===== src/rtl/ysyx_22041412_mdu_pkg.sv =====
// ---------------------------------------------------------------------------
// ysyx_22041412_mdu_pkg
// Shared constants for the iterative RV64M multiply/divide unit:
//   - default operand width and iteration counter width
//   - RV64M funct3 encodings
//   - FSM state encoding (IDLE / BUSY / DONE)
// ---------------------------------------------------------------------------
package ysyx_22041412_mdu_pkg;

  localparam int MDU_XLEN  = 64;
  localparam int MDU_CNT_W = 7;

  // RV64M funct3 codes. Bit 2 separates divide (1) from multiply (0);
  // for divides bit 1 selects remainder and bit 0 selects unsigned.
  localparam logic [2:0] F3_MUL    = 3'b000;
  localparam logic [2:0] F3_MULH   = 3'b001;
  localparam logic [2:0] F3_MULHSU = 3'b010;
  localparam logic [2:0] F3_MULHU  = 3'b011;
  localparam logic [2:0] F3_DIV    = 3'b100;
  localparam logic [2:0] F3_DIVU   = 3'b101;
  localparam logic [2:0] F3_REM    = 3'b110;
  localparam logic [2:0] F3_REMU   = 3'b111;

  typedef enum logic [1:0] {
    ST_IDLE = 2'd0,
    ST_BUSY = 2'd1,
    ST_DONE = 2'd2
  } mdu_state_e;

endpackage


===== src/rtl/ysyx_22041412_mdu_fixup.sv =====
// ---------------------------------------------------------------------------
// ysyx_22041412_mdu_fixup
// Purely combinational helper for the MDU.
//   Prep side (from the request):
//     i_funct3, i_is_word, i_src1, i_src2 -> operand magnitudes o_mag1/o_mag2,
//     result sign flags o_neg_q/o_neg_r, special-case flag and value.
//   Fixup side (from the finished iteration register):
//     i_op, i_op_word, i_op_neg_q, i_op_neg_r, i_acc -> o_result with sign
//     correction, high/low product selection and W-form sign extension.
// Optional macro YSYX_22041412_MDU_EARLY_EXIT_EN: a zero multiplier is
// reported as a special case (result 0, no iterations).
// ---------------------------------------------------------------------------
module ysyx_22041412_mdu_fixup
  import ysyx_22041412_mdu_pkg::*;
#(
  parameter int XLEN = MDU_XLEN
) (
  input  logic [2:0]        i_funct3,
  input  logic              i_is_word,
  input  logic [XLEN-1:0]   i_src1,
  input  logic [XLEN-1:0]   i_src2,
  output logic [XLEN-1:0]   o_mag1,
  output logic [XLEN-1:0]   o_mag2,
  output logic              o_neg_q,
  output logic              o_neg_r,
  output logic              o_special,
  output logic [XLEN-1:0]   o_special_res,
  input  logic [2:0]        i_op,
  input  logic              i_op_word,
  input  logic              i_op_neg_q,
  input  logic              i_op_neg_r,
  input  logic [2*XLEN-1:0] i_acc,
  output logic [XLEN-1:0]   o_result
);

  localparam int HALF = XLEN / 2;

  logic            w_div, w_signed1, w_signed2, w_neg1, w_neg2;
  logic            w_b_zero, w_ovf;
  logic [XLEN-1:0] w_a, w_b, w_dividend;

  // NOTE: every signal written in an always_comb block gets a default at the
  // top so no path leaves it unassigned, which would infer a latch.
  always_comb begin
    w_div = i_funct3[2];
    if (w_div) begin
      w_signed1 = ~i_funct3[0];
      w_signed2 = ~i_funct3[0];
    end else begin
      // Every W-form multiply is MULW: only the low half is kept, so the
      // operand signs never matter there.
      w_signed1 = ~i_is_word & ((i_funct3 == F3_MULH) | (i_funct3 == F3_MULHSU));
      w_signed2 = ~i_is_word & (i_funct3 == F3_MULH);
    end

    w_a = i_src1;
    w_b = i_src2;
    if (i_is_word) begin
      w_a = w_signed1 ? {{HALF{i_src1[HALF-1]}}, i_src1[HALF-1:0]}
                      : {{HALF{1'b0}}, i_src1[HALF-1:0]};
      w_b = w_signed2 ? {{HALF{i_src2[HALF-1]}}, i_src2[HALF-1:0]}
                      : {{HALF{1'b0}}, i_src2[HALF-1:0]};
    end

    w_neg1  = w_signed1 & w_a[XLEN-1];
    w_neg2  = w_signed2 & w_b[XLEN-1];
    o_mag1  = w_neg1 ? -w_a : w_a;
    o_mag2  = w_neg2 ? -w_b : w_b;
    o_neg_q = w_neg1 ^ w_neg2;
    o_neg_r = w_neg1;

    // Special divides are judged in the operand domain (32 or 64 bit).
    w_dividend = i_is_word ? {{HALF{i_src1[HALF-1]}}, i_src1[HALF-1:0]} : i_src1;
    w_b_zero   = i_is_word ? (i_src2[HALF-1:0] == '0) : (i_src2 == '0);
    w_ovf      = w_div & w_signed1 &
                 (i_is_word ? ((i_src1[HALF-1:0] == {1'b1, {(HALF-1){1'b0}}}) & (&i_src2[HALF-1:0]))
                            : ((i_src1 == {1'b1, {(XLEN-1){1'b0}}}) & (&i_src2)));

    o_special     = w_div & (w_b_zero | w_ovf);
    o_special_res = '0;
    if (w_b_zero)
      o_special_res = i_funct3[1] ? w_dividend : '1;
    else if (w_ovf)
      o_special_res = i_funct3[1] ? '0 : w_dividend;

`ifdef YSYX_22041412_MDU_EARLY_EXIT_EN
    if (!w_div && (o_mag2 == '0)) begin
      o_special     = 1'b1;
      o_special_res = '0;
    end
`endif
  end

  logic [2*XLEN-1:0] w_prod;
  logic [XLEN-1:0]   w_quo, w_rem, w_res;

  always_comb begin
    // A W multiply ran HALF iterations, leaving its product HALF bits up.
    w_prod = i_op_word ? (i_acc >> HALF) : i_acc;
    if (i_op_neg_q)
      w_prod = -w_prod;
    w_quo = i_op_neg_q ? -i_acc[XLEN-1:0]      : i_acc[XLEN-1:0];
    w_rem = i_op_neg_r ? -i_acc[2*XLEN-1:XLEN] : i_acc[2*XLEN-1:XLEN];

    if (!i_op[2])
      w_res = (i_op_word || (i_op == F3_MUL)) ? w_prod[XLEN-1:0] : w_prod[2*XLEN-1:XLEN];
    else
      w_res = i_op[1] ? w_rem : w_quo;

    o_result = i_op_word ? {{HALF{w_res[HALF-1]}}, w_res[HALF-1:0]} : w_res;
  end

endmodule


===== src/rtl/ysyx_22041412_mdu.sv =====
// ---------------------------------------------------------------------------
// ysyx_22041412_mdu
// Iterative RV64M multiply/divide unit (one bit per cycle) beside the ALU.
// Ports:
//   clk, rst_n            clock, asynchronous active-low reset
//   in_valid / in_ready   request handshake (ready only in IDLE)
//   funct3, is_word       RV64M operation, W form select
//   src1, src2            operands
//   flush                 abort in-flight op, back to IDLE
//   out_valid / out_ready result handshake (valid only in DONE)
//   result                final result, held stable in DONE
//   busy                  stall hint, high whenever not IDLE
// Optional macro YSYX_22041412_MDU_EARLY_EXIT_EN: multiplies leave BUSY as
// soon as the remaining multiplier bits are all zero.
// ---------------------------------------------------------------------------
module ysyx_22041412_mdu
  import ysyx_22041412_mdu_pkg::*;
#(
  parameter int XLEN  = MDU_XLEN,
  parameter int CNT_W = MDU_CNT_W
) (
  input  logic            clk,
  input  logic            rst_n,
  input  logic            in_valid,
  output logic            in_ready,
  input  logic [2:0]      funct3,
  input  logic            is_word,
  input  logic [XLEN-1:0] src1,
  input  logic [XLEN-1:0] src2,
  input  logic            flush,
  output logic            out_valid,
  input  logic            out_ready,
  output logic [XLEN-1:0] result,
  output logic            busy
);

  localparam int HALF = XLEN / 2;

  mdu_state_e        r_state, w_state_nxt;
  logic [CNT_W-1:0]  r_cnt;
  logic [2:0]        r_op;
  logic              r_is_word, r_neg_q, r_neg_r, r_special;
  logic [XLEN-1:0]   r_mcand;   // multiplicand, or divisor magnitude
  logic [XLEN-1:0]   r_mplier;  // remaining multiplier bits
  logic [2*XLEN-1:0] r_acc;     // product, or {remainder, quotient}
  logic [XLEN-1:0]   r_result;

  logic [XLEN-1:0]   w_mag1, w_mag2, w_special_res, w_fix_result, w_dvd;
  logic              w_neg_q, w_neg_r, w_special;
  logic              w_accept, w_finish, w_step, w_last, w_early;
  logic [CNT_W-1:0]  w_n;
  logic [2*XLEN-1:0] w_acc_fix;

  ysyx_22041412_mdu_fixup #(.XLEN(XLEN)) u_fixup (
    .i_funct3      (funct3),
    .i_is_word     (is_word),
    .i_src1        (src1),
    .i_src2        (src2),
    .o_mag1        (w_mag1),
    .o_mag2        (w_mag2),
    .o_neg_q       (w_neg_q),
    .o_neg_r       (w_neg_r),
    .o_special     (w_special),
    .o_special_res (w_special_res),
    .i_op          (r_op),
    .i_op_word     (r_is_word),
    .i_op_neg_q    (r_neg_q),
    .i_op_neg_r    (r_neg_r),
    .i_acc         (w_acc_fix),
    .o_result      (w_fix_result)
  );

  assign w_n   = r_is_word ? CNT_W'(HALF) : CNT_W'(XLEN);
  assign w_dvd = is_word ? (w_mag1 << HALF) : w_mag1;

`ifdef YSYX_22041412_MDU_EARLY_EXIT_EN
  // The skipped iterations only shift; apply them all at once on exit.
  assign w_early   = ~r_op[2] & (r_mplier == '0);
  assign w_acc_fix = r_acc >> (w_n - r_cnt);
`else
  assign w_early   = 1'b0;
  assign w_acc_fix = r_acc;
`endif

  // Special cases still spend one cycle in BUSY so every op captures its
  // result on the same BUSY->DONE edge.
  assign w_last = r_special | (r_cnt == w_n) | w_early;

  // Shift-add multiply step: add the multiplicand into the high half when
  // the current multiplier bit is set, then shift the product right.
  logic [XLEN:0]     w_sum;
  logic [2*XLEN-1:0] w_mul_step;
  assign w_sum      = {1'b0, r_acc[2*XLEN-1:XLEN]} + {1'b0, (r_mplier[0] ? r_mcand : '0)};
  assign w_mul_step = {w_sum, r_acc[XLEN-1:1]};

  // Restoring divide step: shift the next dividend bit into the remainder,
  // subtract when it fits. The partial remainder stays below twice the
  // divisor, so the top difference bit is a pure borrow flag.
  logic [XLEN:0]     w_rem_sh, w_diff;
  logic              w_ge;
  logic [2*XLEN-1:0] w_div_step;
  assign w_rem_sh   = {r_acc[2*XLEN-1:XLEN], r_acc[XLEN-1]};
  assign w_diff     = w_rem_sh - {1'b0, r_mcand};
  assign w_ge       = ~w_diff[XLEN];
  assign w_div_step = {(w_ge ? w_diff[XLEN-1:0] : w_rem_sh[XLEN-1:0]), r_acc[XLEN-2:0], w_ge};

  always_comb begin
    w_state_nxt = r_state;
    in_ready    = 1'b0;
    out_valid   = 1'b0;
    busy        = 1'b1;
    w_accept    = 1'b0;
    w_finish    = 1'b0;
    w_step      = 1'b0;
    unique case (r_state)
      ST_IDLE: begin
        in_ready = 1'b1;
        busy     = 1'b0;
        if (in_valid && !flush) begin
          w_accept    = 1'b1;
          w_state_nxt = ST_BUSY;
        end
      end
      ST_BUSY: begin
        if (flush) begin
          w_state_nxt = ST_IDLE;
        end else if (w_last) begin
          w_finish    = 1'b1;
          w_state_nxt = ST_DONE;
        end else begin
          w_step = 1'b1;
        end
      end
      ST_DONE: begin
        out_valid = 1'b1;
        if (flush || out_ready)
          w_state_nxt = ST_IDLE;
      end
      default: w_state_nxt = ST_IDLE;
    endcase
  end

  // NOTE: sequential state is written with non-blocking assignments so every
  // register samples the pre-edge values of the others.
  always_ff @(posedge clk or negedge rst_n) begin
    if (!rst_n) r_state <= ST_IDLE;
    else        r_state <= w_state_nxt;
  end

  always_ff @(posedge clk or negedge rst_n) begin
    if (!rst_n) begin
      r_cnt     <= '0;
      r_op      <= '0;
      r_is_word <= 1'b0;
      r_neg_q   <= 1'b0;
      r_neg_r   <= 1'b0;
      r_special <= 1'b0;
      r_mcand   <= '0;
      r_mplier  <= '0;
      r_acc     <= '0;
      r_result  <= '0;
    end else if (w_accept) begin
      r_cnt     <= '0;
      r_op      <= funct3;
      r_is_word <= is_word;
      r_neg_q   <= w_neg_q;
      r_neg_r   <= w_neg_r;
      r_special <= w_special;
      r_mcand   <= funct3[2] ? w_mag2 : w_mag1;
      r_mplier  <= w_mag2;
      // W divides pre-shift the dividend so its MSB enters first.
      r_acc     <= funct3[2] ? {{XLEN{1'b0}}, w_dvd} : '0;
      if (w_special)
        r_result <= w_special_res;
    end else if (w_finish) begin
      if (!r_special)
        r_result <= w_fix_result;
    end else if (w_step) begin
      r_cnt    <= r_cnt + CNT_W'(1);
      r_acc    <= r_op[2] ? w_div_step : w_mul_step;
      r_mplier <= r_mplier >> 1;
    end
  end

  assign result = r_result;

endmodule


===== config.mk =====
export PLATFORM = sky130hd
export DESIGN_NAME = ysyx_22041412_mdu
export DESIGN_NICKNAME = d
export VERILOG_FILES = /design/src/rtl/ysyx_22041412_mdu_pkg.sv /design/src/rtl/ysyx_22041412_mdu_fixup.sv /design/src/rtl/ysyx_22041412_mdu.sv
export SDC_FILE = /design/constraint.sdc
export NUM_CORES = 2
export LEC_CHECK = 0
export CORE_MARGIN = 2
export CORE_UTILIZATION = 30
export DETAILED_ROUTE_END_ITERATION = 10
export PLACE_DENSITY = 0.48
export SETUP_SLACK_MARGIN = 0.5
export SYNTH_ARGS = -nofsm -noshare
export SYNTH_HDL_FRONTEND = slang
export SYNTH_SLANG_ARGS = --single-unit

===== constraint.sdc =====
create_clock -name clk -period 5.02 [get_ports clk]
set_input_delay 1.004 -clock clk [delete_from_list [all_inputs] [get_ports clk]]
set_output_delay 1.004 -clock clk [all_outputs]
set_load 0.1 [all_outputs]

After elaboration in Yosys (flattened, before gate mapping)

Cells that the tools add are included.

Bits of input ports: 137
RAM bits: 0
Memories: 0
Latch bits: 0
Word-level logic and storage cells: 122
Bits in read-only memories: 0
Register bits: 336

$lt $le $gt $ge: 0
Muxes and demuxes: 59
Reductions and logical operators: 15
Shift operators: 0
Bitwise gates (word level): 16
Add/sub/neg operators: 8
$mul: 0
Divide/modulo/power cells: 0
Equality and inequality tests: 13

Operators by type and width:

| cell                                                             | number |
|---|---|
| 64-bit two-way mux                                               | 29 |
| 128-bit two-way mux                                              | 6 |
| 64-bit negation                                                  | 4 |
| 128-bit negation                                                 | 1 |
| 64-bit by 64-bit adder with 65-bit output                        | 1 |
| 65-bit by 64-bit subtractor with 65-bit output                   | 1 |
| 64-bit == test (second input constant)                           | 1 |
| 64-bit zero test                                                 | 1 |
| 64-bit AND reduction                                             | 1 |
| 32-bit == test (second input constant)                           | 1 |
| 32-bit zero test                                                 | 1 |
| 32-bit AND reduction                                             | 1 |
| 7-bit two-way mux                                                | 4 |
| 1-bit two-way mux                                                | 15 |
| 1-bit AND                                                        | 9 |
| 2-bit two-way mux                                                | 4 |
| 2-bit != test (second input constant)                            | 4 |
| 7-bit by 1-bit adder with 7-bit output (second input constant)   | 1 |
| 7-bit == test                                                    | 1 |
| 2-bit one-hot mux with 3 select lines                            | 1 |
| 3-bit AND reduction                                              | 2 |
| 2-bit nonzero test                                               | 2 |
| 3-bit by 1-bit == test with 1-bit output (second input constant) | 1 |
| 3-bit by 2-bit == test with 1-bit output (second input constant) | 1 |
| other kinds (13)                                                 | 18 |

Longest topological paths before layout

Depth after elaboration: 11
Depth in mapped cells: 21
Depth with buffers taken out: 15

Cells and area by module

Synthesis repeated with hierarchy kept, for this count alone.

Cell total of the unflattened synthesis: 5613
Area total of the unflattened synthesis: 40686.5 um^2

Modules (own cells, without submodules):

| module                  | times used | area each (um^2) | cells an instance | seq. area each (um^2) |
|---|---|---|---|---|
| ysyx_22041412_mdu       | 1          | 24770.0          | 3083              | 8408.1 |
| ysyx_22041412_mdu_fixup | 1          | 15916.5          | 2530              | 0.0 |

Worst setup path after synthesis

No wires, ideal clock.

Path type: flip-flop to flip-flop
Start point: register r_is_word
End point: register r_result[0], in the netlist result[0]
Stages on the path, launching flop included: 21
Setup slack: 160 ps
Setup time: 66 ps
Required time: 4954 ps
Data arrival time: 4794 ps
Buffers on the path: 10
Cells stage by stage: dfrtp_1 -> buf_4 -> buf_6 -> buf_2 -> buf_2 -> buf_2 -> buf_2 -> buf_2 -> buf_1 -> buf_1 -> mux2i_1 -> ha_1 -> and4b_1 -> nand3_1 -> or4_1 -> clkbuf_1 -> o41ai_2 -> xnor2_1 -> o21ai_0 -> a2111oi_2 -> a21o_1

Word-level cells in the longest chain between the ends: 9
Elaborated cells on any way between the ends: 18

RTL lines:

| item                   | line                           | RTL |
|---|---|---|
| start, declared        | ysyx_22041412_mdu.sv:42        | `logic r_is_word, r_neg_q, r_neg_r, r_special;` |
| start signal, assigned | ysyx_22041412_mdu.sv:165       | `r_is_word <= is_word;` |
| 128-bit two-way mux    | ysyx_22041412_mdu_fixup.sv:99  | `w_prod = i_op_word ? (i_acc >> HALF) : i_acc;` |
| 128-bit negation       | ysyx_22041412_mdu_fixup.sv:101 | `w_prod = -w_prod;` |
| 128-bit two-way mux    | ysyx_22041412_mdu_fixup.sv:100 | `if (i_op_neg_q)` |
| 64-bit two-way mux     | ysyx_22041412_mdu_fixup.sv:106 | `w_res = (i_op_word \|\| (i_op == F3_MUL)) ? w_prod[XLEN-1:0] : w_prod[2*XLEN-1:XLEN];` |
| 64-bit two-way mux     | ysyx_22041412_mdu_fixup.sv:105 | `if (!i_op[2])` |
| 64-bit two-way mux     | ysyx_22041412_mdu_fixup.sv:110 | `o_result = i_op_word ? {{HALF{w_res[HALF-1]}}, w_res[HALF-1:0]} : w_res;` |
| 64-bit two-way mux     | ysyx_22041412_mdu.sv:176       | `if (!r_special)` |
| 64-bit two-way mux     | ysyx_22041412_mdu.sv:175       | `end else if (w_finish) begin` |
| 64-bit two-way mux     | ysyx_22041412_mdu.sv:162       | `end else if (w_accept) begin` |
| end signal, assigned   | ysyx_22041412_mdu.sv:174       | `r_result <= w_special_res;` |
| end signal, assigned   | ysyx_22041412_mdu.sv:177       | `r_result <= w_fix_result;` |
| end, declared          | ysyx_22041412_mdu.sv:46        | `logic [XLEN-1:0] r_result;` |

Several ways; a longest one is shown, not always the timed one. The select of a mux whose other input is x is not followed.
A chain may end at the register's enable or synchronous reset.

Worst setup path after layout

Start point: register r_acc[41]
End point: register r_result[27], in the netlist result[27]

Word-level cells in the longest chain between the ends: 9

RTL lines:

| item                   | line                           | RTL |
|---|---|---|
| start, declared        | ysyx_22041412_mdu.sv:45        | `logic [2*XLEN-1:0] r_acc;` |
| start signal, assigned | ysyx_22041412_mdu.sv:172       | `r_acc <= funct3[2] ? {{XLEN{1'b0}}, w_dvd} : '0;` |
| start signal, assigned | ysyx_22041412_mdu.sv:180       | `r_acc <= r_op[2] ? w_div_step : w_mul_step;` |
| 128-bit two-way mux    | ysyx_22041412_mdu_fixup.sv:99  |  |
| 128-bit negation       | ysyx_22041412_mdu_fixup.sv:101 |  |
| 128-bit two-way mux    | ysyx_22041412_mdu_fixup.sv:100 |  |
| 64-bit two-way mux     | ysyx_22041412_mdu_fixup.sv:106 |  |
| 64-bit two-way mux     | ysyx_22041412_mdu_fixup.sv:105 |  |
| 64-bit two-way mux     | ysyx_22041412_mdu_fixup.sv:110 |  |
| 64-bit two-way mux     | ysyx_22041412_mdu.sv:176       |  |
| 64-bit two-way mux     | ysyx_22041412_mdu.sv:175       |  |
| 64-bit two-way mux     | ysyx_22041412_mdu.sv:162       |  |

No other way between the ends. The select of a mux whose other input is x is not followed.

==> results.cfg <==
[run_status]
status = completed

[critical_path]
reg2reg_depth = 12
cp_slowest_cell = nor4_1
crit_path_end_kind = register
startpoint_type = register
path_class = reg -> reg
slowest_delay_ns = 0.86
cp-endpoint = result[27]$_DFFE_PN0P_
crit_chain = nor4_1, buf_4, a32oi_1, nor4_1, nor3b_2, nand3_1, o31ai_2, xor2_1, o21ai_0, o21ai_1, buf_4, nand3_1
crit_start = r_acc[41]$_DFFE_PN0P_
path_depth = 12
path_buf_inv = 2
worst_path_dominant_cell_family = simple AND/OR/NAND/NOR gates
r2r_setup_slack_ns = 0.50
critPathArrivalTime_ns = 5.04
reg2reg_to = result[27]$_DFFE_PN0P_
critPathMaxFanout = 10
r2r-start = r_acc[41]$_DFFE_PN0P_
required_ns = 5.54

[pwr]
finalPower_w = 0.0235
power_frac_comb_pct = 65.0
leakage_nw = 18.7
clkPwrFrac_pct = 15.9
ir_drop_v = 0.000222
powerDensity_nw_per_um2 = 509
p_sw_w = 0.0127
cell_internal_pwr_w = 0.0108
seq_power_share_pct = 19.1
sw_frac_of_total_pct = 54.2

[placed_design]
gp_congestion = 1.11
port_buffers = 203
placed_cells = 7184
dp.final_hpwl_um = 183000
placed_area_sq_um = 44100

[floorplanning]
core_sq_um = 127000
start_util_pct = 30.2
die_y_um = 362
die_w_um = 362
rows = 131
io_pins = 204
die_area_sq_um = 131000

[sta]
skew_ns = 0.0521
min_period_ns = 4.52
drv_slew = 0
hold_violations = 0
setup_tns_ns = 0
max_freq_mhz = 221
worst_pin_slew_ns = 1.32
rsz0062_at_grt = yes
slew_headroom_pct = 11.7
setup_viol = 0
finalCritPeriodShare_pct = 90.0

[logic_synthesis]
syn_area_sq_um = 38400
ys_warn_count = 0
synth-seq-area-share_pct = 21.9
synthCells = 5356
synth_edf_count = 0
async_flop_share_pct = 100
yosysTopAreaCell = dfrtp_1
netlist_top_cells_area = dfrtp_1, a21oi_1, o21ai_0
yosysMostFrequentCell = a21oi_1
yosys.area.top_type_share_pct = 21.9
yosysUniqueCellTypes = 105
syn_nets = 5631
synth_common_cells = a21oi_1, nor2_1, nand2_1
synth-main-ff-cell = dfrtp_1
synth_seq_cells = 336
avgSynthCellArea_sq_um = 7.16

[clocking]
cts_made_buffers = 47
cts_tree = done
htreeDepth = 2
path_clk_slew_ns = 0.07
clk_latency_ns = 0.68
clock-sinks = 336
clockBufferDepth = 3
root_buffer = clkbuf_16

[grt]
track_usage_pct = 34.1
grt_overflow_total = 0
grt_pass1_vias = 41900
antenna_found_initial = 22
grt_first_pass_wirelength_um = 323000
grt_max_degree = 120

[drt]
post_drt_wl_per_cell_um = 31.8
ant_nets = 0
post-route-drc-count = 0
routed_wirelength_um = 232000
drt-initial-drc-count = 6073
first_pass_iters = 6
num_vias = 45300
viasPerCell = 6.21

[final_layout]
syn2layout_area_growth_pct = 20.3
final_nets = 5865
seq_area_sq_um = 8420
multi_input_area_sq_um = 27800
fillers = 13800
drive_gt1_share_pct = 11.7
instances_no_fill = 7296
stdcell_area_sq_um = 46200

[run]
cap_violations = 0

[worst_hold_path]
hp-class = in -> async
==> cells by family after synthesis <==
family                     Yosys count  synth area share (%)
and+or+nand+nor                   1860                  23.3
muxes                              182                  4.85
DFF                                336                  21.9
buffers and inverters              596                  6.21
xor gates and xnor gates           434                  9.91
adders and majority gates          138                  4.54
AOI/OAI and AO/OA                 1810                  29.3
==> power by group through the flow <==
stage,sequential (W),clock (W),combinational [W]
after global routing,0.00448,0.00390,0.0160
after floorplan,0.00369,0,0.00916
final,0.00448,0.00375,0.0153
after CTS,0.00437,0.00379,0.0144
after detailed placement,0.00441,0,0.0144
after global placement,0.00442,0,0.0144
==> metrics by stage <==
step / hold slack [ns] / utilization [%] / setup WS [ns]
finish: 0.379 / 36.3 / 0.503
detailed placement: 0.474 / 34.7 / -0.0826
floorplan: 0.450 / - / 0.530
global route: 0.429 / 36.3 / 0.399
CTS: 0.392 / 36.0 / 0.504
global placement: 0.470 / 34.7 / -0.0568
==> sequential cells by signal, indices dropped and copies added, names as in the netlist <==
| register | flops |
|---|---|
| r_special | 1 |
| r_acc | 128 |
| r_op | 3 |
| r_mcand | 64 |
| r_cnt | 7 |
| r_mplier | 64 |
| result | 64 |
| r_neg_r | 1 |
| r_is_word | 1 |
| r_neg_q | 1 |
| r_state | 2 |
==> final cells by class <==
class,count,share of cell area [%]
multi-input cells,4424,60.2
inverters,144,1.17
clock inverters,19,0.653
well taps,1662,4.51
repair buffers,637,12.2
flip-flops and latches,336,18.2
clock buffers,66,2.96
diodes,8,0.0434
==> layer usage <==
| metal | GRT usage (%) | routed length [um] | vias to the layer above |
|---|---|---|---|
| met4 | 20.0 | 15300 | 20 |
| li1 | - | - | 19900 |
| met5 | 0 | 120 | - |
| met2 | 46.9 | 91200 | 2791 |
| met3 | 10.3 | 27600 | 502 |
| met1 | 46.5 | 98100 | 22000 |
==> how the worst min path moves through the flow <==
stage	from	endpoint	slack, ns	cells past startpoint
after CTS	rst_n	r_acc[122]$_DFFE_PN0P_	0.39	1
after detailed placement	result[20]$_DFFE_PN0P_	result[20]$_DFFE_PN0P_	0.47	2
after global placement	r_mplier[63]$_DFFE_PN0P_	r_mplier[63]$_DFFE_PN0P_	0.47	1
after global routing	rst_n	r_acc[122]$_DFFE_PN0P_	0.43	1
after floorplan	r_mplier[63]$_DFFE_PN0P_	r_mplier[63]$_DFFE_PN0P_	0.45	1
final	rst_n	r_acc[122]$_DFFE_PN0P_	0.38	1
==> cell usage in the layout (no fill, tap or decap), types with 76 or more instances in the layout <==
cell,netlist,routed
a21o_1,79,79
xnor2_1,247,247
nand2_1,525,524
o31ai_1,78,76
dfrtp_1,336,330
mux2i_1,154,152
nand3_1,94,93
o21ai_0,463,455
clkdlybuf4s50_1,0,200
buf_4,5,410
xor2_1,187,187
inv_1,142,140
ha_1,136,134
nor3_1,167,162
nor2_1,566,563
and2_1,94,93
a21oi_1,581,579
==> repair_timing <==
item	4_1_cts	5_1_grt
endpoints found under the setup margin	7	95
setup buffers	0	17
hold buffers	0	0
hold endpoints to repair	0	0
gates cloned	0	2
pin swaps	0	8
resized for setup	5	38
Power figures use the tool's default switching activity.
